## config.mk

```make
export PLATFORM = sky130hd
export DESIGN_NAME = alu_sequencer
export DESIGN_NICKNAME = d
export VERILOG_FILES = /design/src/rtl/alu_sequencer.sv
export SDC_FILE = /design/constraint.sdc
export NUM_CORES = 1
export LEC_CHECK = 0
export BUFFER_PORTS_ARGS = -buffer_cell sky130_fd_sc_hd__buf_2
export CAP_MARGIN = 5
export CORE_MARGIN = 1
export CORE_UTILIZATION = 38
export DETAILED_ROUTE_END_ITERATION = 6
export GPL_ROUTABILITY_DRIVEN = 0
export GPL_TIMING_DRIVEN = 0
export PLACE_DENSITY = 0.75
export SLEW_MARGIN = 0
export SYNTH_ARGS = -nofsm -noshare
export SYNTH_HDL_FRONTEND = slang
export SYNTH_SLANG_ARGS = --single-unit
export TNS_END_PERCENT = 100
```

## constraint.sdc

```tcl
create_clock -name clk -period 2 [get_ports clk]
set_input_delay 0.6 -clock clk [delete_from_list [all_inputs] [get_ports clk]]
set_output_delay 0.6 -clock clk [all_outputs]
set_load 0.03 [all_outputs]
```

## src/rtl/alu_sequencer.sv

```systemverilog
// alu_sequencer
// Two-requester round-robin scheduler and microsequencer for the shared 8-bit
// ALU datapath. The granted request's op and register selects are latched.
// The block then steps through LOADA (add/sub only), EXEC and WB, driving the
// ControlSignals word and the register-file selects.
//
// Ports:
//   clk            system clock, rising edge
//   reset          asynchronous active-low reset
//   req0/req1      operation requests; held high until the matching gnt
//   op0/op1        ALU op: 00 add, 01 sub, 10 inc, 11 dec
//   a0/a1          register loaded into Data0 (add/sub only)
//   b0/b1          register driven onto DataBus as the ALU operand
//   d0/d1          destination register for the result
//   gnt            one-hot acceptance pulse, first cycle after the accept edge
//   done           one-hot completion pulse in the writeback cycle
//   busy           high whenever the sequencer is not IDLE
//   ControlSignals datapath control word
//   src_sel        register-file read select
//   dst_sel        register-file write select
//   dbg_state      current FSM state (IDLE=0, LOADA=1, EXEC=2, WB=3)
//
// Handshake: a request is accepted on a rising edge while IDLE and req is
// high. gnt pulses for exactly one cycle after that edge. req is sampled only
// in IDLE, so a requester that drops late is never granted twice.
module alu_sequencer (
  input  logic        clk,
  input  logic        reset,
  input  logic        req0,
  input  logic        req1,
  input  logic [1:0]  op0,
  input  logic [1:0]  op1,
  input  logic [2:0]  a0,
  input  logic [2:0]  a1,
  input  logic [2:0]  b0,
  input  logic [2:0]  b1,
  input  logic [2:0]  d0,
  input  logic [2:0]  d1,
  output logic [1:0]  gnt,
  output logic [1:0]  done,
  output logic        busy,
  output logic [15:0] ControlSignals,
  output logic [2:0]  src_sel,
  output logic [2:0]  dst_sel,
  output logic [1:0]  dbg_state
);

  typedef enum logic [1:0] {
    S_IDLE  = 2'd0,
    S_LOADA = 2'd1,
    S_EXEC  = 2'd2,
    S_WB    = 2'd3
  } state_t;

  state_t     r_state;
  state_t     w_next;
  logic       r_ptr;     // requester that wins a tie
  logic       r_win;     // requester owning the in-flight op
  logic       r_first;   // first cycle after an accept edge
  logic [1:0] r_op;
  logic [2:0] r_a;
  logic [2:0] r_b;
  logic [2:0] r_d;

  logic       w_g0;
  logic       w_g1;
  logic       w_accept;
  logic [1:0] w_win_oh;

  // Round-robin pick: a lone request wins; on a tie the pointer decides.
  always_comb begin
    w_g0     = req0 & (~req1 | ~r_ptr);
    w_g1     = req1 & (~req0 |  r_ptr);
    w_accept = (r_state == S_IDLE) & (w_g0 | w_g1);
  end

  always_comb begin
    w_next = r_state;
    case (r_state)
      S_IDLE: begin
        if (w_accept) begin
          // inc/dec (op[1]=1) has no Data0 operand, so LOADA is skipped
          if (w_g1) w_next = op1[1] ? S_EXEC : S_LOADA;
          else      w_next = op0[1] ? S_EXEC : S_LOADA;
        end
      end
      S_LOADA: w_next = S_EXEC;
      S_EXEC:  w_next = S_WB;
      S_WB:    w_next = S_IDLE;
      default: w_next = S_IDLE;
    endcase
  end

  always_ff @(posedge clk or negedge reset) begin
    if (!reset) begin
      r_state <= S_IDLE;
      r_ptr   <= 1'b0;
      r_win   <= 1'b0;
      r_first <= 1'b0;
      r_op    <= 2'd0;
      r_a     <= 3'd0;
      r_b     <= 3'd0;
      r_d     <= 3'd0;
    end else begin
      r_state <= w_next;
      r_first <= w_accept;
      if (w_accept) begin
        r_win <= w_g1;
        r_ptr <= ~w_g1;
        r_op  <= w_g1 ? op1 : op0;
        r_a   <= w_g1 ? a1  : a0;
        r_b   <= w_g1 ? b1  : b0;
        r_d   <= w_g1 ? d1  : d0;
      end
    end
  end

  // Outputs come only from the state register and latched fields.
  always_comb begin
    w_win_oh       = r_win ? 2'b10 : 2'b01;
    gnt            = r_first ? w_win_oh : 2'b00;
    done           = 2'b00;
    busy           = (r_state != S_IDLE);
    ControlSignals = 16'h0000;
    src_sel        = 3'd0;
    dst_sel        = 3'd0;
    dbg_state      = r_state;
    case (r_state)
      S_LOADA: begin
        ControlSignals = 16'h0028;               // src drives bus, Data0 loads
        src_sel        = r_a;
      end
      S_EXEC: begin
        ControlSignals = 16'h0108 | {14'd0, r_op}; // src drives bus, ALU computes
        src_sel        = r_b;
      end
      S_WB: begin
        ControlSignals = 16'h0014;               // ALU drives bus, regfile writes
        dst_sel        = r_d;
        done           = w_win_oh;
      end
      default: ;
    endcase
  end

endmodule

```

Yosys cells after proc, flatten, opt, wreduce, memory -nomap -nowiden --
Cells that the tools add are included.
Storage, ports and cells: input port bits 26, register bits after elaboration 16, word-level logic and storage cells 39
Cells by class: bitwise operators 10, reduce and logical (&&, ||, !) cells 2, eq/ne operators 4, multiplexer cells 15
Operators with widths (count):
- one-hot mux 9 bit (3 select lines) | 1
- 2-to-1 mux 2 bit | 8
- 2-to-1 mux 3 bit | 4
- one-hot mux 2 bit (4 select lines) | 1
- one-hot mux 3 bit (2 select lines) | 1
- == test 2 bit (second input constant) | 2
- NOT 1 bit | 4
- AND 1 bit | 3
- bitwise OR 1 bit | 3
- == test 2 x 1 -> 1 bit (second input constant) | 1
- zero test 2 bit | 1
- != test 2 bit (second input constant) | 1
- nonzero test 2 bit | 1

Logic depth before layout (Yosys ltp) --
word-level depth 7, depth in mapped cells 6, gate-level depth less buffers 5

Least setup slack after synthesis --
No wires, ideal clock.
path type reg2out, start reg r_state[0], in the netlist dbg_state[0], end out src_sel[0], path buffers 0, stages on the path, launching flop included 4, data arrival time 1.741 ns, path slack -0.341 ns, cells stage by stage dfrtp_1 inv_1 ha_1 nor2b_1
Between the ends: cells in the longest elaborated chain, start to end 2, elaborated cells on any way between the ends 3, classes of those cells eq/ne: 2; mux: 1
RTL lines:
- start, declared | RTL line 55 | state_t r_state;
- start signal, assigned | RTL line 105 | r_state <= w_next;
- == test 2 bit / == test 2 x 1 -> 1 bit (equally long branches) | RTL line 128 | case (r_state)
- one-hot mux 3 bit (2 select lines) * | RTL line 128
- end, declared | RTL line 43 | output logic [2:0] src_sel,
Every way passes the cells marked *; elsewhere a longest branch is shown, timed or not.

Worst setup path in the final report --
start reg r_state[1], in the netlist dbg_state[1], end out src_sel[1]
Same word-level chain as after synthesis.

==> summary.md <==
| Metric | Value |
|---|---|
| Status | `finished, violations left` |
| Failing checks | `negative setup slack` |
| Element type at the critical path start | `flip-flop` |
| DIE WIDTH | `53.6 um` |
| Warnings from Yosys | `0` |
| Post-Syn Instances | `98` |
| Initial antenna violation count | `0` |
| DP HPWL | `1800 um` |
| Sw Share | `45.6%` |
| Worst setup margin | `-0.0416 ns` |
| Clock Path Buffers | `2` |
| Clock Latency Late Sink | `0.28 ns` |
| Die Footprint | `2870 um^2` |
| Worst EP arrival | `1.44 ns` |
| Routed length per instance | `13.1 um` |
| DRC viols | `0` |
| Hold WC Path Type | `input pin to asynchronous set/reset pin` |
| CTS tree | `done` |
| Period Utilization, post-route | `102%` |
| Post-layout util | `59.5%` |
| Pins Over Slew Limit | `0` |
| Syn-to-layout area delta | `47.2%` |
| Main synth FF type | `dfrtp_1` |
| # diodes | `0` |
| Starting Density | `40.4%` |
| Cell Pwr Density | `1670 nW/um^2` |
| Final Hold Fails | `0` |
| Max_cap viols | `0` |
| Worst setup EP type | `output pin` |
| Final #Nets | `192` |
| Post-synth ARST share | `100%` |
| Total power | `2.49 mW` |
| CTS Buf Count | `3` |
| Via count | `927` |
| CTS Hold Bufs | `0` |
| Total I/O pin count | `55` |
| CP required | `1.40 ns` |
| CTS Root Cell | `clkbuf_4` |
| Vias/cell | `4.93` |
| Vias in the first global route | `904` |
| Area of the core | `2500 um^2` |
| WHS | `0.219 ns` |
| Routed Antenna Nets | `0` |
| Logic pwr share | `66.7%` |
| Synth Register Bits | `16` |
| Die Span Y | `53.6 um` |
| Row cnt | `18` |
| Period minus WS final | `2.04 ns` |
| Crit Path Max Fanout | `4` |
| Sw Pwr | `1.14 mW` |
| Share of cells above drive strength 1 | `52.5%` |
| Htree depth | `1` |
| Clk slew on worst S/H paths | `0.09 ns` |
| Seq/Total Area, Yosys | `39.6%` |
| Post-synth EDFFs | `0` |
| FMAX | `490 MHz` |
| Kind of critical path | `flip-flop to output pin` |
| Leakage power | `0.769 nW` |
| Buffers on Ports | `45` |
| Final setup viols | `8` |
| Initial DRT Pass Iterations | `4` |
| Layout fillers | `217` |
| Power Internal | `1.35 mW` |
| Fin Clk Skew | `0.000462 ns` |
| Total track usage | `19.7%` |
| Seq pwr share | `24.8%` |
| Total gr overflow | `0` |
| Clock Power Share | `8.5%` |
| Mean Syn Cell Area | `10.3 um^2` |
| First-pass GRT wire length | `4000 um` |
| Post-Synthesis Cell Area | `1010 um^2` |
| Largest net degree at the start of global routing | `17` |
| Peak supply drop | `1.01 mV` |
| RSZ-0062 raised after global routing | `true` |
| Reg2reg path depth | `6` |
| Clock sinks | `16` |
| Yosys cell types | `25` |
| Wirelength, routed | `2460 um` |
| Iteration-0 DRC Markers | `13` |
-- power groups by stage --
stage,registers (mW),clock network (mW),logic (mW)
6_report,0.618,0.211,1.66
4_1_cts,0.600,0.221,1.51
2_1_floorplan,0.612,0,1.07
5_1_grt,0.638,0.237,1.79
3_5_place_dp,0.614,0,1.41
3_3_place_gp,0.601,0,1.38
-- critical path, cell delays in order, from the launching register on --
cell	delay, ns
dfrtp_2	0.43
inv_2	0.09
ha_4	0.18
a22oi_2	0.23
nor2b_4	0.05
buf_4	0.16
-- area by class of cell --
class	instances	area, um^2	share of cell area, %
Buffer	13	101	6.81
Timing Repair Buffer	48	285	19.2
Tap cell	30	37.5	2.52
Inverter	7	28.8	1.93
Sequential cell	16	403	27.1
Multi-Input combinational cell	70	596	40.0
Clock buffer	4	36.3	2.44
-- cell usage after synthesis, types with 2 or more instances --
master    instances  share of area, %
inv_1             7               2.6
and2_1           17                11
a221o_1          10               9.9
buf_4            10               7.4
ha_1              7               8.7
buf_6             2               2.2
o21bai_1          2               1.5
dfrtp_1          16                40
nor2b_1           6               3.7
and3_4            2               2.2
nand2_1           2              0.74
a22oi_1           3               2.2
nor2_1            2              0.74
-- routing by layer --
metal | up-vias | track usage (%) | routed length [um]
met5 | - | 0 | 0
li1 | 442 | - | -
met3 | 2 | 4.52 | 111
met1 | 449 | 20.6 | 1010
met4 | 0 | 7.89 | 27
met2 | 34 | 37.5 | 1310
-- cells by family after synthesis --
logic type,share of synthesized area [%]
AO/OA/AOI/OAI,18.7
adder cells (fa/ha/maj),8.66
flip-flops,39.6
AND/OR/NAND/NOR,19.1
multiplexers,0.990
buffers and inverters,12.6
other,0.371
-- path summary, 6_finish.rpt --
kind                                                from                       end  slack [ns]
worst min-delay path                               reset       r_op[0]$_DFFE_PN0P_        0.22
min in group clk                     r_op[1]$_DFFE_PN0P_       r_op[1]$_DFFE_PN0P_        0.51
worst max register to register  dbg_state[1]$_DFFE_PN0P_        r_d[1]$_DFFE_PN0P_        0.37
max in group asynchronous                          reset  dbg_state[1]$_DFFE_PN0P_        1.49
worst max-delay path            dbg_state[1]$_DFFE_PN0P_                src_sel[1]       -0.04
worst min register to register       r_op[1]$_DFFE_PN0P_       r_op[1]$_DFFE_PN0P_        0.51
-- per-stage QoR --
step / std cells / setup slack, ns / setup TNS, ns / instance area [um^2]
after floorplan: 106 / 0.0676 / 0 / 1070
after global placement: 181 / 0.134 / 0 / 1330
after detailed placement: 181 / 0.123 / 0 / 1330
after CTS: 187 / -0.0241 / -0.0638 / 1420
after global routing: 188 / -0.108 / -0.843 / 1490
final: 188 / -0.0416 / -0.0977 / 1490
-- cell usage in the layout, fill, tap and decap left out, types with 3 or more instances in the layout --
master / netlist / layout
inv_1: 7 / 4
ha_4: 0 / 3
dfrtp_1: 16 / 14
nor2b_4: 0 / 3
buf_6: 2 / 4
a221o_1: 10 / 10
a22oi_2: 0 / 3
conb_1: 1 / 9
buf_2: 0 / 33
buf_4: 10 / 20
clkbuf_4: 0 / 6
and2_1: 17 / 17
-- repair_timing --
action	in CTS	in global routing
hold endpoints to repair	0	0
setup buffers	2	1
endpoints found under the setup margin	7	12
gates resized for setup	11	21
cloned	0	0
pin swaps	1	3
-- state kept, by name, indices dropped and copies added, names as in the netlist --
| register | flops |
|---|---|
| r_first | 1 |
| r_op | 2 |
| r_ptr | 1 |
| r_d | 3 |
| r_a | 3 |
| dbg_state | 2 |
| r_b | 3 |
| r_win | 1 |
Note: power is estimated with default switching activity, not from simulation.
